--- config.mk ---
export PLATFORM = sky130hd
export DESIGN_NAME = spectrum_capture_ctrl_flat
export DESIGN_NICKNAME = d
export VERILOG_FILES = /design/src/rtl/spectrum_capture_ctrl_pkg.sv /design/src/rtl/spectrum_capture_ctrl_if.sv /design/src/rtl/spectrum_capture_ctrl_decimator.sv /design/src/rtl/spectrum_capture_ctrl.sv /design/src/flat_wrapper.sv
export SDC_FILE = /design/constraint.sdc
export NUM_CORES = 1
export LEC_CHECK = 0
export ABC_AREA = 1
export BUFFER_PORTS_ARGS = -buffer_cell sky130_fd_sc_hd__buf_2
export CORE_UTILIZATION = 57
export DETAILED_ROUTE_END_ITERATION = 10
export GPL_ROUTABILITY_DRIVEN = 0
export GPL_TIMING_DRIVEN = 0
export HOLD_SLACK_MARGIN = 0.05
export PLACE_DENSITY_LB_ADDON = 0.2
export RECOVER_POWER = 25
export SYNTH_ARGS = -nofsm -noshare
export SYNTH_HDL_FRONTEND = slang
export SYNTH_SLANG_ARGS = --single-unit
export TNS_END_PERCENT = 10
--- constraint.sdc ---
create_clock -name clock -period 2.9 [get_ports clock]
set_input_delay 0 -clock clock [delete_from_list [all_inputs] [get_ports clock]]
set_output_delay 0 -clock clock [all_outputs]
set_load 0.005 [all_outputs]
--- src/rtl/spectrum_capture_ctrl_pkg.sv ---
// rtl/spectrum_capture_ctrl_pkg.sv - shared constants, state encoding and decimation helper
package spectrum_pkg;

  localparam int FRAME_LEN = 4096;
  localparam int SAMPLE_W  = 16;
  localparam int DEC_CNT_W = 15;

  typedef enum logic [2:0] {
    IDLE       = 3'd0,
    WAIT_EMPTY = 3'd1,
    HOLDOFF    = 3'd2,
    CAPTURE    = 3'd3,
    DONE       = 3'd4
  } state_e;

  // Terminal count of the decimation counter for a ratio of 2^exp.
  function automatic logic [DEC_CNT_W-1:0] decim_mask(input int unsigned exp);
    return DEC_CNT_W'((32'd1 << exp) - 32'd1);
  endfunction

endpackage

--- src/rtl/spectrum_capture_ctrl_if.sv ---
// rtl/spectrum_capture_ctrl_if.sv - control, ADC and FIFO write-side signals of the capture controller
interface spectrum_capture_ctrl_if #(
  parameter int HOLDOFF_W = 16,
  parameter int DECIM_W   = 4
);
  import spectrum_pkg::*;

  logic                 enable;
  logic [DECIM_W-1:0]   decim;
  logic [HOLDOFF_W-1:0] holdoff;
  logic [SAMPLE_W-1:0]  adc_data;
  logic                 fifo_wrempty;
  logic                 fifo_wrfull;
  logic                 wrreq;
  logic [SAMPLE_W-1:0]  wdata;
  logic                 busy;
  logic                 frame_done;
  logic                 overrun;

  modport master (
    input  enable, decim, holdoff, adc_data, fifo_wrempty, fifo_wrfull,
    output wrreq, wdata, busy, frame_done, overrun
  );

  modport slave (
    output enable, decim, holdoff, adc_data, fifo_wrempty, fifo_wrfull,
    input  wrreq, wdata, busy, frame_done, overrun
  );

endinterface

--- src/rtl/spectrum_capture_ctrl_decimator.sv ---
// rtl/spectrum_capture_ctrl_decimator.sv - sample strobe generator, one strobe every 2^decim_s clocks
module spectrum_decimator #(
  parameter int DECIM_W = 4
) (
  input  logic               clock,
  input  logic               reset_n,
  input  logic               clear_i,
  input  logic               run_i,
  input  logic [DECIM_W-1:0] decim_s_i,
  output logic               sample_strobe_o
);
  import spectrum_pkg::*;

  logic [DEC_CNT_W-1:0] dec_cnt_q, dec_cnt_d;
  logic                 hit;

  always_comb begin
    hit             = (dec_cnt_q == decim_mask(32'(decim_s_i)));
    sample_strobe_o = run_i & hit;
    dec_cnt_d       = dec_cnt_q;
    if (clear_i) begin
      dec_cnt_d = '0;
    end else if (run_i) begin
      dec_cnt_d = hit ? '0 : dec_cnt_q + DEC_CNT_W'(1);
    end
  end

  always_ff @(posedge clock) begin
    if (!reset_n) begin
      dec_cnt_q <= '0;
    end else begin
      dec_cnt_q <= dec_cnt_d;
    end
  end

endmodule

--- src/rtl/spectrum_capture_ctrl.sv ---
// rtl/spectrum_capture_ctrl.sv - writes whole decimated frames into the spectrum FIFO once it drains
module spectrum_capture_ctrl #(
  parameter int FRAME_LEN = spectrum_pkg::FRAME_LEN,
  parameter int HOLDOFF_W = 16,
  parameter int DECIM_W   = 4
) (
  input logic                     clock,
  input logic                     reset_n,
  spectrum_capture_ctrl_if.master sif
);
  import spectrum_pkg::*;

  localparam int SAMP_W = $clog2(FRAME_LEN) + 1;

  state_e               state_q, state_d;
  logic [HOLDOFF_W-1:0] hold_cnt_q, hold_cnt_d;
  logic [DECIM_W-1:0]   decim_s_q, decim_s_d;
  logic [SAMP_W-1:0]    samp_cnt_q, samp_cnt_d;
  logic                 wrreq_q, wrreq_d;
  logic [SAMPLE_W-1:0]  wdata_q, wdata_d;
  logic                 frame_done_q, frame_done_d;
  logic                 overrun_q, overrun_d;
  logic                 busy;

  logic run, frame_start, strobe, accept, last_write;

  assign run         = (state_q == CAPTURE);
  assign frame_start = (state_q == HOLDOFF) && sif.enable && (hold_cnt_q == '0);
  // A slot that meets a full FIFO is consumed but never written or counted.
  assign accept      = strobe && !sif.fifo_wrfull;
  assign last_write  = accept && (samp_cnt_q == SAMP_W'(FRAME_LEN - 1));

  spectrum_decimator #(.DECIM_W(DECIM_W)) u_decim (
    .clock           (clock),
    .reset_n         (reset_n),
    .clear_i         (frame_start),
    .run_i           (run),
    .decim_s_i       (decim_s_q),
    .sample_strobe_o (strobe)
  );

  always_ff @(posedge clock) begin
    if (!reset_n) begin
      state_q      <= IDLE;
      hold_cnt_q   <= '0;
      decim_s_q    <= '0;
      samp_cnt_q   <= '0;
      wrreq_q      <= 1'b0;
      wdata_q      <= '0;
      frame_done_q <= 1'b0;
      overrun_q    <= 1'b0;
    end else begin
      state_q      <= state_d;
      hold_cnt_q   <= hold_cnt_d;
      decim_s_q    <= decim_s_d;
      samp_cnt_q   <= samp_cnt_d;
      wrreq_q      <= wrreq_d;
      wdata_q      <= wdata_d;
      frame_done_q <= frame_done_d;
      overrun_q    <= overrun_d;
    end
  end

  always_comb begin
    state_d = state_q;
    unique case (state_q)
      IDLE:       if (sif.enable) state_d = WAIT_EMPTY;
      WAIT_EMPTY: begin
        if (!sif.enable)           state_d = IDLE;
        else if (sif.fifo_wrempty) state_d = HOLDOFF;
      end
      HOLDOFF: begin
        if (!sif.enable)            state_d = IDLE;
        else if (hold_cnt_q == '0)  state_d = CAPTURE;
      end
      // Enable is ignored here so a started frame is always completed.
      CAPTURE:    if (last_write) state_d = DONE;
      DONE:       state_d = sif.enable ? WAIT_EMPTY : IDLE;
      default:    state_d = IDLE;
    endcase
  end

  always_comb begin
    busy         = (state_q == HOLDOFF) || (state_q == CAPTURE);
    hold_cnt_d   = hold_cnt_q;
    decim_s_d    = decim_s_q;
    samp_cnt_d   = samp_cnt_q;
    wrreq_d      = 1'b0;
    wdata_d      = wdata_q;
    frame_done_d = (state_q == DONE);
    overrun_d    = overrun_q;

    if ((state_q == WAIT_EMPTY) && sif.enable && sif.fifo_wrempty) begin
      decim_s_d  = sif.decim;
      hold_cnt_d = sif.holdoff;
    end
    if ((state_q == HOLDOFF) && (hold_cnt_q != '0)) begin
      hold_cnt_d = hold_cnt_q - HOLDOFF_W'(1);
    end
    if (frame_start) begin
      samp_cnt_d = '0;
    end
    if (accept) begin
      wrreq_d    = 1'b1;
      wdata_d    = sif.adc_data;
      samp_cnt_d = samp_cnt_q + SAMP_W'(1);
    end
    if (!sif.enable) begin
      overrun_d = 1'b0;
    end else if (strobe && sif.fifo_wrfull) begin
      overrun_d = 1'b1;
    end
  end

  assign sif.wrreq      = wrreq_q;
  assign sif.wdata      = wdata_q;
  assign sif.busy       = busy;
  assign sif.frame_done = frame_done_q;
  assign sif.overrun    = overrun_q;

endmodule

--- src/flat_wrapper.sv ---
// flat-port wrapper written by rule: the top's interface ports become plain ports
module spectrum_capture_ctrl_flat import spectrum_pkg::*;
#(
  parameter int FRAME_LEN = spectrum_pkg::FRAME_LEN,
  parameter int HOLDOFF_W = 16,
  parameter int DECIM_W   = 4
)
  (clock, reset_n, sif_enable, sif_decim, sif_holdoff, sif_adc_data, sif_fifo_wrempty, sif_fifo_wrfull, sif_wrreq, sif_wdata, sif_busy, sif_frame_done, sif_overrun);
  spectrum_capture_ctrl_if #(.HOLDOFF_W(HOLDOFF_W), .DECIM_W(DECIM_W)) sif_i ();
  input logic clock;
  input logic reset_n;
  input wire logic [$bits(sif_i.enable)-1:0] sif_enable;
  input wire logic [$bits(sif_i.decim)-1:0] sif_decim;
  input wire logic [$bits(sif_i.holdoff)-1:0] sif_holdoff;
  input wire logic [$bits(sif_i.adc_data)-1:0] sif_adc_data;
  input wire logic [$bits(sif_i.fifo_wrempty)-1:0] sif_fifo_wrempty;
  input wire logic [$bits(sif_i.fifo_wrfull)-1:0] sif_fifo_wrfull;
  output wire logic [$bits(sif_i.wrreq)-1:0] sif_wrreq;
  output wire logic [$bits(sif_i.wdata)-1:0] sif_wdata;
  output wire logic [$bits(sif_i.busy)-1:0] sif_busy;
  output wire logic [$bits(sif_i.frame_done)-1:0] sif_frame_done;
  output wire logic [$bits(sif_i.overrun)-1:0] sif_overrun;
  assign sif_i.enable = sif_enable;
  assign sif_i.decim = sif_decim;
  assign sif_i.holdoff = sif_holdoff;
  assign sif_i.adc_data = sif_adc_data;
  assign sif_i.fifo_wrempty = sif_fifo_wrempty;
  assign sif_i.fifo_wrfull = sif_fifo_wrfull;
  assign sif_wrreq = sif_i.wrreq;
  assign sif_wdata = sif_i.wdata;
  assign sif_busy = sif_i.busy;
  assign sif_frame_done = sif_i.frame_done;
  assign sif_overrun = sif_i.overrun;
  spectrum_capture_ctrl #(.FRAME_LEN(FRAME_LEN), .HOLDOFF_W(HOLDOFF_W), .DECIM_W(DECIM_W)) u_core (.clock(clock), .reset_n(reset_n), .sif(sif_i));
endmodule
==> results.sh <==
export IMPL_drtIter0Drc=285
export IMPL_finalClockSkew_ns=0.008106
export IMPL_grtUsageTotal_pct=31.07
export IMPL_fin_crit_ns=2.700
export IMPL_crit_slowest_cell="dfxtp_1"
export IMPL_worst_slew_pin_slew_ns=0.5646
export IMPL_die_area_um2=7440
export IMPL_syn_area_um2=4046
export IMPL_hpwl_mm=7.253
export IMPL_ys_top_cells_by_count="nand2_1 (137), nor2_1 (101), dfxtp_1 (70)"
export IMPL_cellPowerDensity_nw_per_um2=817.6
export IMPL_wl_met2_mm=5.152
export IMPL_end_kind="register"
export IMPL_postPlaceCellArea_um2=4462
export IMPL_die_w_um=86.26
export IMPL_cpPeakStageDelay_ns=0.32
export IMPL_dp_cells=760
export IMPL_finalHoldViolCount=0
export IMPL_numCtsBuffers=9
export IMPL_yosysTopAreaCellShare_pct=34.63
export IMPL_clock_latency_ns=0.34
export IMPL_cts_tree="yes"
export IMPL_cp_cell_sequence="buf_4 -> nor2_4 -> nand2_1 -> ha_2 -> xnor2_1 -> nor2_1 -> nand3_1 -> nor3_1 -> nand2_1 -> nor2_2 -> nand3_2 -> inv_4 -> nor2_2 -> buf_6 -> nand2_1 -> a21oi_1"
export IMPL_start_util_pct=59.23
export IMPL_maxSlewHeadroom_pct=62.36
export IMPL_totalWireLength_mm=10.83
export IMPL_syn_num_nets=651
export IMPL_vias=4344
export IMPL_h_tree_depth=3
export IMPL_antenna_found_initial=0
export IMPL_yosysMostFrequentCell="nand2_1"
export IMPL_max_cap_violations=0
export IMPL_m1WireLength_mm=4.720
export IMPL_critPathBufInv=3
export IMPL_cp_start_kind="register"
export IMPL_cp_max_fo=10
export IMPL_arrival_ns=2.90
export IMPL_cts_buffer_depth=2
export IMPL_die_height_um=86.26
export IMPL_synth_area_top_cells="dfxtp_1 (35%), nand2_1 (13%), nor2_1 (9.4%), a21oi_1 (4.6%), o21ai_0 (4.5%)"
export IMPL_cp_common_cell="nand2_1"
export IMPL_yosys_area_top_type="dfxtp_1"
export IMPL_min_period_over_period_pct=93.11
export IMPL_syn_avg_cell_area_um2=6.688
export IMPL_grt_ovfl_total=0
export IMPL_layout_area_overhead_vs_synth_pct=23.65
export IMPL_ir_drop_uv=502.0
export IMPL_synth_seq_cells=70
export IMPL_ios=61
export IMPL_hold_class="primary input to register"
export IMPL_cp_required_ns=3.10
export IMPL_grt_max_degree=12
export IMPL_status="finished clean"
export IMPL_wl_met3_um=723
export IMPL_syn_inst=605
export IMPL_yosys_warnings=0
export IMPL_via_per_inst=5.376
export IMPL_synthArstFlopShare_pct=0
export IMPL_synth_cell_types=44
export IMPL_fmaxAchievable_mhz=370.4
export IMPL_cpLargestDelayFamily="simple AND/OR/NAND/NOR gates"
export IMPL_root_buffer="clkbuf_8"
export IMPL_rows=30
export IMPL_slew_violations=0
export IMPL_n_antenna_cell=0
export IMPL_design_area_um2=5004
export IMPL_power_uw=4091
export IMPL_grt_pass1_vias=4174
export IMPL_fin_util_pct=73.24
export IMPL_tns_ns=0
export IMPL_drive_gt1_share_pct=15.87
export IMPL_synth_ff_type="dfxtp_1"
export IMPL_grt_setup_unrepaired="no"
export IMPL_wire_per_inst_um=13.40
export IMPL_seq_area_frac_synth_pct=34.63
export IMPL_antenna_left=0
export IMPL_highest_layer="met4"
export IMPL_core_area_um2=6832
export IMPL_grt_pass1_wl_mm=18.38
export IMPL_synth_edf_count=0
export IMPL_cts_sinks=70
export IMPL_instances_no_fill=808
export IMPL_finalSetupViolations=0
export IMPL_drcViolationCount=0
export IMPL_leakage_uw=0.002190
export IMPL_port_buffers=59
export IMPL_crit_type="register to register"
export IMPL_dr_pass1_iters=6
export IMPL_path_clk_slew_ns=0.07
export IMPL_fin_nets=755
-- layout make-up --
class                   instances  area, µm²
flip-flops and latches         70       1401
inverters                      58      222.7
well taps                      96      120.1
multi-input cells             458       2301
clock buffers                  10      137.6
fillers                       558       1828
clock inverters                 4      72.57
plain buffers                  19      123.9
repair buffers                 93      624.3
-- kinds of logic (layout without fill, tap and decap cells) --
kind of cell / Yosys count / count (layout) / share of synthesized area, %
AO/OA/AOI/OAI: 94 / 94 / 12.65
XOR/XNOR: 20 / 20 / 4.329
adder cells (fa/ha/maj): 5 / 5 / 1.546
buffers and inverters: 77 / 184 / 8.565
flip-flops: 70 / 70 / 34.63
AND/OR/NAND/NOR: 339 / 339 / 38.28
-- worst min-delay path, stage by stage --
cell and delay, ns:
buf_2 0.10, nand2_1 0.06, nand2_1 0.05, o21ai_0 0.08, a21oi_1 0.07
-- stage by stage --
step           setup slack [ns]  hold slack, ns
6_report                 0.1999         0.05679
5_1_grt                 0.01505         0.05848
3_3_place_gp             0.3079          0.2054
3_5_place_dp             0.2726          0.2140
4_1_cts                  0.2395         0.05187
2_1_floorplan            0.5922          0.1207
-- final timing paths --
path / end / cells after the start / slack, ns / startpoint
max: u_core.samp_cnt_q[5]$_SDFFE_PN0P_ / 16 / 0.20 / u_core.decim_s_q[3]$_SDFFE_PN0P_
min: u_core.hold_cnt_q[7]$_SDFFE_PN0P_ / 5 / 0.06 / sif_holdoff[7]
max reg2reg: u_core.samp_cnt_q[5]$_SDFFE_PN0P_ / 16 / 0.20 / u_core.decim_s_q[3]$_SDFFE_PN0P_
min reg2reg: u_core.samp_cnt_q[7]$_SDFFE_PN0P_ / 2 / 0.47 / u_core.samp_cnt_q[7]$_SDFFE_PN0P_
-- flip-flops by register name, indices dropped and copies added (netlist names) --
register / flops
u_core.sif.overrun: 1
u_core.sif.wrreq: 1
u_core.hold_cnt_q: 16
u_core.samp_cnt_q: 13
u_core.u_decim.dec_cnt_q: 15
u_core.sif.wdata: 16
u_core.decim_s_q: 4
u_core.sif.frame_done: 1
u_core.state_q: 3
-- per-layer routing --
metal  track usage (%)  vias to the layer above
li1                  -                     2172
met1             38.09                     1963
met2             54.18                      176
met3             5.810                       33
met4             11.67                        0
met5                 0                        -
-- cell usage in the layout, fill, tap and decap left out, types with 3 or more instances in the layout --
cell / n
nor3_1: 19
nand4_1: 11
dfxtp_1: 70
o21ai_0: 36
nor2_4: 4
xnor2_1: 4
inv_1: 48
nand3_1: 28
a31oi_1: 4
clkbuf_8: 10
nand3_2: 6
o21ai_1: 5
a21oi_1: 37
inv_2: 6
buf_2: 53
buf_6: 4
nor3b_1: 5
ha_1: 4
nand2_2: 5
clkbuf_1: 18
nor2_1: 101
o211ai_1: 4
dlygate4sd3_1: 34
xor2_1: 16
nor2_2: 6
a211oi_1: 3
nand2_1: 137
nand3b_1: 3
-- report_power, final --
part	switching (µW)	internal (µW)	leakage (µW)
clock network	371	497	0.000104
registers	123	1090	0.000566
logic	1270	734	0.00152
total	1770	2320	0.00219
-- repair_timing --
action,in CTS,in global routing
hold buffers,34,0
endpoints found under the setup margin,0,36
buffers inserted,0,0
gates resized for setup,0,1
hold endpoints to repair,34,0
Note: power is estimated with default switching activity, not from simulation.
